**src/rtl/pc_update_unit_pkg.sv**
```systemverilog
// ----------------------------------------------------------------------------
// pc_update_unit_pkg
// Shared definitions for the PC update unit: PC width, default reset PC and
// exception vector, FSM state type and a word-alignment helper.
// ----------------------------------------------------------------------------
package pc_update_unit_pkg;

    localparam int PC_W = 32;

    localparam logic [PC_W-1:0] DEF_RESET_PC   = 32'h0000_0000;
    localparam logic [PC_W-1:0] DEF_EXC_VECTOR = 32'h8000_0180;

    typedef enum logic [1:0] {
        HOLD    = 2'd0,
        RUN     = 2'd1,
        STALLED = 2'd2
    } pc_state_e;

    // Instruction addresses are word aligned; drop the low two bits.
    function automatic logic [PC_W-1:0] word_align(input logic [PC_W-1:0] a);
        return {a[PC_W-1:2], 2'b00};
    endfunction

endpackage

```
**src/rtl/pc_update_unit_target_sel.sv**
```systemverilog
// ----------------------------------------------------------------------------
// pc_target_sel
// Combinational next-PC selection. Priority: jump_reg > jump > branch_taken >
// sequential (pc_plus4). Also forms the J-type target from the PC+4 region.
//
// Ports:
//   pc_plus4      in  32  current PC + 4
//   branch_target in  32  branch-target adder output
//   branch_taken  in   1  branch condition met
//   jump          in   1  J-type jump
//   jump_index    in  26  J-type instruction index
//   jump_reg      in   1  register jump
//   reg_target    in  32  register-sourced target
//   next_target   out 32  selected next PC
//   redirect      out  1  a non-sequential target was selected
// ----------------------------------------------------------------------------
module pc_target_sel
    import pc_update_unit_pkg::*;
(
    input  logic [PC_W-1:0] pc_plus4,
    input  logic [PC_W-1:0] branch_target,
    input  logic            branch_taken,
    input  logic            jump,
    input  logic [25:0]     jump_index,
    input  logic            jump_reg,
    input  logic [PC_W-1:0] reg_target,
    output logic [PC_W-1:0] next_target,
    output logic            redirect
);

    always_comb begin
        next_target = pc_plus4;
        redirect    = 1'b0;
        if (jump_reg) begin
            next_target = word_align(reg_target);
            redirect    = 1'b1;
        end else if (jump) begin
            // J-type stays inside the 256 MB region of the delay-slot PC.
            next_target = {pc_plus4[PC_W-1:28], jump_index, 2'b00};
            redirect    = 1'b1;
        end else if (branch_taken) begin
            next_target = word_align(branch_target);
            redirect    = 1'b1;
        end
    end

endmodule

```
**src/rtl/pc_update_unit.sv**
```systemverilog
// ----------------------------------------------------------------------------
// pc_update_unit
// Program counter register with a HOLD/RUN/STALLED FSM. A redirect that
// arrives while fetch is stalled is parked in a one-entry buffer (last one
// wins) and applied on stall release unless a fresh redirect arrives then.
//
// Optional feature: define PC_UPD_EXC_EN to add ExcReq/EPCOut. An exception
// redirects to EXC_VECTOR next cycle regardless of Stall and saves the PC.
//
// Ports:
//   Clk             in   1  clock, rising edge
//   Reset           in   1  synchronous active-high reset
//   Adder2Out       in  32  branch target
//   BranchTaken     in   1  branch taken
//   Jump            in   1  J-type jump
//   JumpIndex       in  26  J-type index field
//   JumpReg         in   1  register jump
//   RegTarget       in  32  register target
//   Stall           in   1  hold PC, fetch not accepted
//   ExcReq          in   1  exception request (PC_UPD_EXC_EN only)
//   EPCOut          out 32  saved exception PC (PC_UPD_EXC_EN only)
//   PCOut           out 32  current PC
//   Adder1Out       out 32  PCOut + 4
//   FetchValid      out  1  PCOut is a valid fetch this cycle
//   RedirectPending out  1  a redirect is buffered behind a stall
// ----------------------------------------------------------------------------
module pc_update_unit
    import pc_update_unit_pkg::*;
#(
    parameter logic [PC_W-1:0] RESET_PC   = DEF_RESET_PC,
    parameter logic [PC_W-1:0] EXC_VECTOR = DEF_EXC_VECTOR
) (
    input  logic            Clk,
    input  logic            Reset,
    input  logic [PC_W-1:0] Adder2Out,
    input  logic            BranchTaken,
    input  logic            Jump,
    input  logic [25:0]     JumpIndex,
    input  logic            JumpReg,
    input  logic [PC_W-1:0] RegTarget,
    input  logic            Stall,
`ifdef PC_UPD_EXC_EN
    input  logic            ExcReq,
    output logic [PC_W-1:0] EPCOut,
`endif
    output logic [PC_W-1:0] PCOut,
    output logic [PC_W-1:0] Adder1Out,
    output logic            FetchValid,
    output logic            RedirectPending
);

    pc_state_e       state_q, state_d;
    logic [PC_W-1:0] pc_q, pc_d;
    logic [PC_W-1:0] pend_pc_q, pend_pc_d;
    logic            pend_q, pend_d;
    logic [PC_W-1:0] pc_plus4;
    logic [PC_W-1:0] sel_target;
    logic            redirect;

`ifdef PC_UPD_EXC_EN
    logic [PC_W-1:0] epc_q, epc_d;
`else
    logic unused_exc_vector;
    assign unused_exc_vector = ^EXC_VECTOR;
`endif

    assign pc_plus4 = pc_q + 32'd4;

    pc_target_sel u_target_sel (
        .pc_plus4      (pc_plus4),
        .branch_target (Adder2Out),
        .branch_taken  (BranchTaken),
        .jump          (Jump),
        .jump_index    (JumpIndex),
        .jump_reg      (JumpReg),
        .reg_target    (RegTarget),
        .next_target   (sel_target),
        .redirect      (redirect)
    );

    always_comb begin
        state_d   = state_q;
        pc_d      = pc_q;
        pend_d    = pend_q;
        pend_pc_d = pend_pc_q;
        unique case (state_q)
            HOLD: state_d = RUN;
            RUN: begin
                if (!Stall) begin
                    pc_d = sel_target;
                end else begin
                    // Buffer is empty in RUN; capture this cycle's redirect, if any.
                    state_d = STALLED;
                    pend_d  = redirect;
                    if (redirect) pend_pc_d = sel_target;
                end
            end
            STALLED: begin
                if (Stall) begin
                    if (redirect) begin
                        pend_d    = 1'b1;
                        pend_pc_d = sel_target;
                    end
                end else begin
                    // A redirect on the release cycle is newer than the buffer.
                    if (redirect)    pc_d = sel_target;
                    else if (pend_q) pc_d = pend_pc_q;
                    else             pc_d = pc_plus4;
                    pend_d  = 1'b0;
                    state_d = RUN;
                end
            end
            default: state_d = HOLD;
        endcase
`ifdef PC_UPD_EXC_EN
        epc_d = epc_q;
        if (ExcReq) begin
            pc_d    = EXC_VECTOR;
            epc_d   = pc_q;
            pend_d  = 1'b0;
            state_d = RUN;
        end
`endif
    end

    always_ff @(posedge Clk) begin
        if (Reset) begin
            state_q   <= HOLD;
            pc_q      <= RESET_PC;
            pend_q    <= 1'b0;
            pend_pc_q <= '0;
`ifdef PC_UPD_EXC_EN
            epc_q     <= '0;
`endif
        end else begin
            state_q   <= state_d;
            pc_q      <= pc_d;
            pend_q    <= pend_d;
            pend_pc_q <= pend_pc_d;
`ifdef PC_UPD_EXC_EN
            epc_q     <= epc_d;
`endif
        end
    end

    assign PCOut           = pc_q;
    assign Adder1Out       = pc_plus4;
    assign FetchValid      = (state_q == RUN) && !Stall;
    assign RedirectPending = pend_q;
`ifdef PC_UPD_EXC_EN
    assign EPCOut          = epc_q;
`endif

endmodule

```
**config.mk**
```make
export PLATFORM = sky130hd
export DESIGN_NAME = pc_update_unit
export DESIGN_NICKNAME = d
export VERILOG_FILES = /design/src/rtl/pc_update_unit_pkg.sv /design/src/rtl/pc_update_unit_target_sel.sv /design/src/rtl/pc_update_unit.sv
export SDC_FILE = /design/constraint.sdc
export NUM_CORES = 1
export LEC_CHECK = 0
export ABC_AREA = 1
export BUFFER_PORTS_ARGS = -buffer_cell sky130_fd_sc_hd__buf_4
export CAP_MARGIN = 15
export CORE_MARGIN = 8
export CORE_UTILIZATION = 56
export CTS_BUF_LIST = sky130_fd_sc_hd__clkbuf_2 sky130_fd_sc_hd__clkbuf_4 sky130_fd_sc_hd__clkbuf_8
export CTS_CLUSTER_DIAMETER = 40
export DETAILED_ROUTE_END_ITERATION = 12
export GPL_TIMING_DRIVEN = 0
export PLACE_DENSITY = 0.92
export SYNTH_ARGS = -nofsm -noshare
export SYNTH_HDL_FRONTEND = slang
export SYNTH_SLANG_ARGS = --single-unit
```
**constraint.sdc**
```tcl
create_clock -name Clk -period 4.3 [get_ports Clk]
set_input_delay 1.29 -clock Clk [delete_from_list [all_inputs] [get_ports Clk]]
set_output_delay 1.29 -clock Clk [all_outputs]
set_load 0.01 [all_outputs]
```
* After elaboration in Yosys (flattened, before gate mapping)
Cells that the tools add are included. W data, S select, Z words.
Storage, ports and cells: register bits after elaboration 67, word-level logic and storage cells 38, output and inout port bits 66
Cells by class: add/subtract/negate cells 1, reductions and logical operators 9, mux-type cells 18, equality and inequality tests 6
Operator list (number):
- $mux W32 | 7
- $pmux W32 S2 | 1
- $add A32 B3 Y32 const B | 1
- $reduce_and A3 Y1 | 3
- $mux W1 | 6
- $ne A2 B2 Y1 const B | 3
- $pmux W2 S3 | 1
- $mux W2 | 2
- $ne A3 B3 Y1 const B | 1
- $eq A2 B1 Y1 const B | 1
- $eq A2 B2 Y1 const B | 1
- $logic_not A2 Y1 | 1
- $pmux W1 S2 | 1
- $reduce_and A2 Y1 | 1
- $reduce_bool A2 Y1 | 1
- $reduce_or A2 Y1 | 1
- $logic_and A1 B1 Y1 | 1
- $logic_not A1 Y1 | 1

* Logic depth before layout (Yosys ltp)
depth after elaboration 7, mapped depth 14, gate-level depth less buffers 13

* Modules after synthesis
From an unflattened synthesis, not the netlist that was laid out.
Unflattened totals: cell total of the unflattened synthesis 858, area, all modules 5099.9 µm²
By module, submodules not included:
- pc_update_unit | area each 3910.0 µm², cells an instance 605, times used 1
- pc_target_sel | area each 1189.9 µm², cells an instance 253, times used 1

* Least setup slack after synthesis
OpenSTA, ideal clock, no wires.
path type input to output, start point input Stall, end point output FetchValid, data required time 3010 ps, data arrival time 1551 ps, path buffers 0, slack 1459 ps, cell stages on the path 1, path through nor2_1
On the way: cells in the longest elaborated chain, start to end 2
Ends and longest elaborated chain:
- start, declared | line pc_update_unit.sv:41 | input logic Stall,
- $logic_not A1 Y1 | line pc_update_unit.sv:148 | assign FetchValid = (state_q == RUN) && !Stall;
- $logic_and A1 B1 Y1 | line pc_update_unit.sv:148
- end, declared | line pc_update_unit.sv:48 | output logic FetchValid,
Every way passes these cells.

* Worst setup path after layout
start point register pc_q[3] (netlist: PCOut[3]), end point output Adder1Out[20]
On the way: cells in the longest elaborated chain, start to end 1
Ends and longest elaborated chain:
- start, declared | line pc_update_unit.sv:53 | logic [PC_W-1:0] pc_q, pc_d;
- start signal, assigned | line pc_update_unit.sv:137 | pc_q <= pc_d;
- $add A32 B3 Y32 | line pc_update_unit.sv:67 | assign pc_plus4 = pc_q + 32'd4;
- end, declared | line pc_update_unit.sv:47 | output logic [PC_W-1:0] Adder1Out,
Every way passes these cells.

==> run summary <==
For the pin with the worst max-slew slack, the measured transition is approximately 0.8 ns. The tightest min-delay check is of the reg2reg type. Leaving out fill and tap cells, the most frequent cell in the layout is nand2_1. The internal power of the cells totals approximately 0.0017 W. The synthesized flop and latch total came out at 67. The synthesized netlist devotes 33.1% of its cell area to simple gates. Sequential cells burn about a third of the power.

The maximum clock skew at final layout is 0.0120 ns. After the last flow step, the layout net total stands at 1,007. The number of remaining DRC errors is 0. The distinct cell type count of the synthesized netlist is 40. Setup repair after global routing left no endpoint under its margin. The number of synthesis warnings came out at 0. The wire length of the first global-routing pass came out at 31,100 µm. The number of antenna violations at the first check in global routing came out at 0. The post-CTS resize count came out at 0. The critical path is of the reg2out type. The net switching component of the power is 0.00132 W. The final-report max-slew violation count is 0. The largest family of logic cells by synthesized area is simple AND/OR/NAND/NOR gates. The flow ran to the end, and the final reports show no timing, DRC or antenna violations. The dominant synthesized flop cell is dfxtp_1. Entering global routing, the biggest net connects 13 pins.

The first-pass iteration count of the detailed router came out at 6. Among all stages on the critical path, the largest delay is contributed by dfxtp_1. Walking the worst path, the cells encountered are ha_1 -> nand2_1 -> nor2_1 -> nand2_2 -> nor2_4 -> nand3_1 -> xor2_1 -> inv_1 -> buf_4. In the layout the commonest cells are nand2_1 (234), buf_4 (157), a21oi_1 (100). The synthesized area divided by synthesized cell count came out at 6.28 µm². For this design the top-level I/O count stands at 162. The half-perimeter wire length after placement came out at 15,600 µm. The count of flip-flops with a built-in enable after synthesis is 0. For this configuration, the core starts out at a cell density of between 50% and 60%. The horizontal die dimension is 107 µm. The floorplan step defined a die boundary enclosing 0.0115 mm². The largest stage delay on the critical path came out at 0.47 ns. The synthesized netlist cell count came out at about 740. The total count of hold-check failures in the final report came to 0. The vertical die dimension came out at 107 µm. The worst pin sits at a relative slew slack of roughly 45%. The core area is a little over 0.008 mm². The async set or reset register ratio after synthesis came out at 0%. After synthesis, the cell types taking the most area are dfxtp_1 (29%), nand2_1 (19%), a21oi_1 (11%). The peak ir drop on the vdd network is 325 µV. Total power for the finished layout comes to 0.00297 W.

The final setup violation count is 0. The share of cell area taken by muxes after synthesis came out at 1.07%. The portion of the clock cycle consumed by the worst path in the final layout is between 80% and 90%.

The critical path arrival came out at about 2.5 ns. The cell area after placement is just under 0.006 mm². The clock tree from TritonCTS is done. The area growth from synthesis to layout is 32.4%.

The number of max-cap violations came out at 0. The leftover overflow at the end of global routing came out at 0. The number of antenna diodes came out at 0. The final setup TNS is 0 ns. The total number of vias came out at about 6,000. The clock network fraction of total power is 20.7%. The number of global-route vias before repair came out at 5,914. The number of buffers added by the clock tree synthesis step came out at 9. The share of total power consumed by net switching is between 40% and 50%.

The total leakage power is 2.86 nW. The required arrival time at the worst endpoint is roughly 3 ns. Dividing the detail-routed wire length by the instance count gives 20.4 µm.

The count of H-tree levels built during CTS came out at 3. The synthesized-area fraction occupied by ao, oa, aoi and oai cells is a little under a quarter. The net count after synthesis came out at 842. The cell chosen for the clock root is clkbuf_8. The count of buffers added by post-CTS timing repair for setup is 0. The relative contribution of combinational cells to total power is 45.8%. Of the total synthesized cell area, the portion taken by XOR and XNOR cells is a little over 4%. The routability congestion estimate from global placement came out at between 0.9 and 1. The tightest hold path in the finished design has a slack of about 0.48 ns. Port buffering added 154 buffers.

The detail route stage leaves a number of antenna-violating nets equal to 0. The maximum fanout encountered on the critical timing path is 5. At the later pin of the worst-skew pair, clock insertion delay measures around 0.35 ns.

The cell taking the most area after synthesis is dfxtp_1. The netlist area before placement is 0.00466 mm². The cell family contributing the most delay on the critical path is simple AND/OR/NAND/NOR gates. The routed wire length is 20,700 µm. The number of buffers and inverters on the critical path came out at 2. The post-route minimum period came out at ~3.7 ns. The number of clock sinks came out at 67.

The post-synthesis adder-cell area fraction is 1.07%. The clock transition at the registers of the reported paths came out at 0.07 ns. The number of DRC markers after the initial detailed-route iteration came out at between 600 and 700. In the final layout, the share of cells above drive strength 1 is between 20% and 30%. The share of synthesized area occupied by flip-flops and latches is roughly 29%. The worst setup path is launched from a flop. The area fraction of the dominant cell type after synthesis is 28.8%. The ratio of total power to cell area came out at 480 mW/mm². The number of buffers between clock root and the deepest sink is 2. The standard-cell row count is 33.

The hold-fix buffer count after cts is 0. The finished layout cell area came out at 0.00618 mm². Using the TritonRoute via totals, the vias-per-cell ratio works out to roughly 6.1. The global router's overall resource usage came out at approximately a third.

STA classifies the critical path endpoint as a primary output. Timing would allow up to 0.267 GHz.
[cells by family (layout without fill, tap and decap cells)]
kind of cell / Yosys count / in the layout
AOI/OAI and AO/OA: 199 / 199
and+or+nand+nor: 358 / 358
muxes: 5 / 5
DFF: 67 / 67
adders and majority gates: 4 / 4
buffers and inverters: 92 / 262
xor gates and xnor gates: 17 / 17
[synth_stat cells, drive strengths merged (2+ instances only)]
master,n
and2,2
a22o,5
nand3b,7
mux2i,5
o31ai,2
buf,15
clkbuf,28
or2,12
o21ai,58
a21oi,102
ha,4
xor2,13
nand3,34
nor3,2
inv,48
nand2,238
nor2,63
o22ai,3
o211ai,7
a221oi,16
xnor2,4
a31oi,4
dfxtp,67
[final timing paths]
kind                      from            end  slack (ns)  cells after the start
setup / recovery      PCOut[3]  Adder1Out[20]        0.56                      9
hold / removal    pend_pc_q[0]   pend_pc_q[0]        0.48                      2
setup reg to reg    state_q[0]       PCOut[8]        1.80                      9
hold reg to reg   pend_pc_q[0]   pend_pc_q[0]        0.48                      2
[final cells by class]
class                           count  area, µm²
Clock buffer                       10        138
Tap cell                          105        131
Multi-Input combinational cell    583       2950
Sequential cell                    67       1340
Buffer                             43        184
Inverter                           49        184
Clock inverter                      6       87.6
Timing Repair Buffer              154       1160
Fill cell                         674       1960
[metrics by stage]
stage | util, % | std cells | setup WS (ns)
floorplan | - | 742 | 1.46
global placement | 73.2 | 1001 | 1.06
detailed placement | 73.2 | 1001 | 1.03
CTS | 75.9 | 1017 | 0.676
global route | 75.9 | 1017 | 0.546
finish | 75.9 | 1017 | 0.557
[power by group through the flow]
stage	clock network, W	registers (W)	logic [W]
final	0.000613	0.000996	0.00136
after global routing	0.000632	0.00101	0.00144
after CTS	0.000607	0.000981	0.00132
after detailed placement	0	0.000993	0.00131
after global placement	0	0.000986	0.00127
after floorplan	0	0.000973	0.000716
[registers in the layout, indices dropped and copies added, names as in the netlist]
| register | cells |
|---|---|
| state_q | 2 |
| pend_pc_q | 32 |
| PCOut | 32 |
| RedirectPending | 1 |
[layer usage]
layer	wire length, µm	track usage (%)	vias up
li1	-	-	2795
met1	7480	40.7	2749
met2	9430	56.3	524
met3	2880	9.58	89
met4	947	17.3	0
met5	0	0	-
[worst reg2reg max path, stage by stage, from the launching register on]
cell	delay, ns
dfxtp_1	0.33
inv_1	0.09
ha_1	0.25
nor2_1	0.11
nor2_2	0.37
clkinv_1	0.41
clkbuf_1	0.40
a21oi_1	0.22
nand2_1	0.07
a21oi_1	0.18
(Power assumes the default switching activity.)
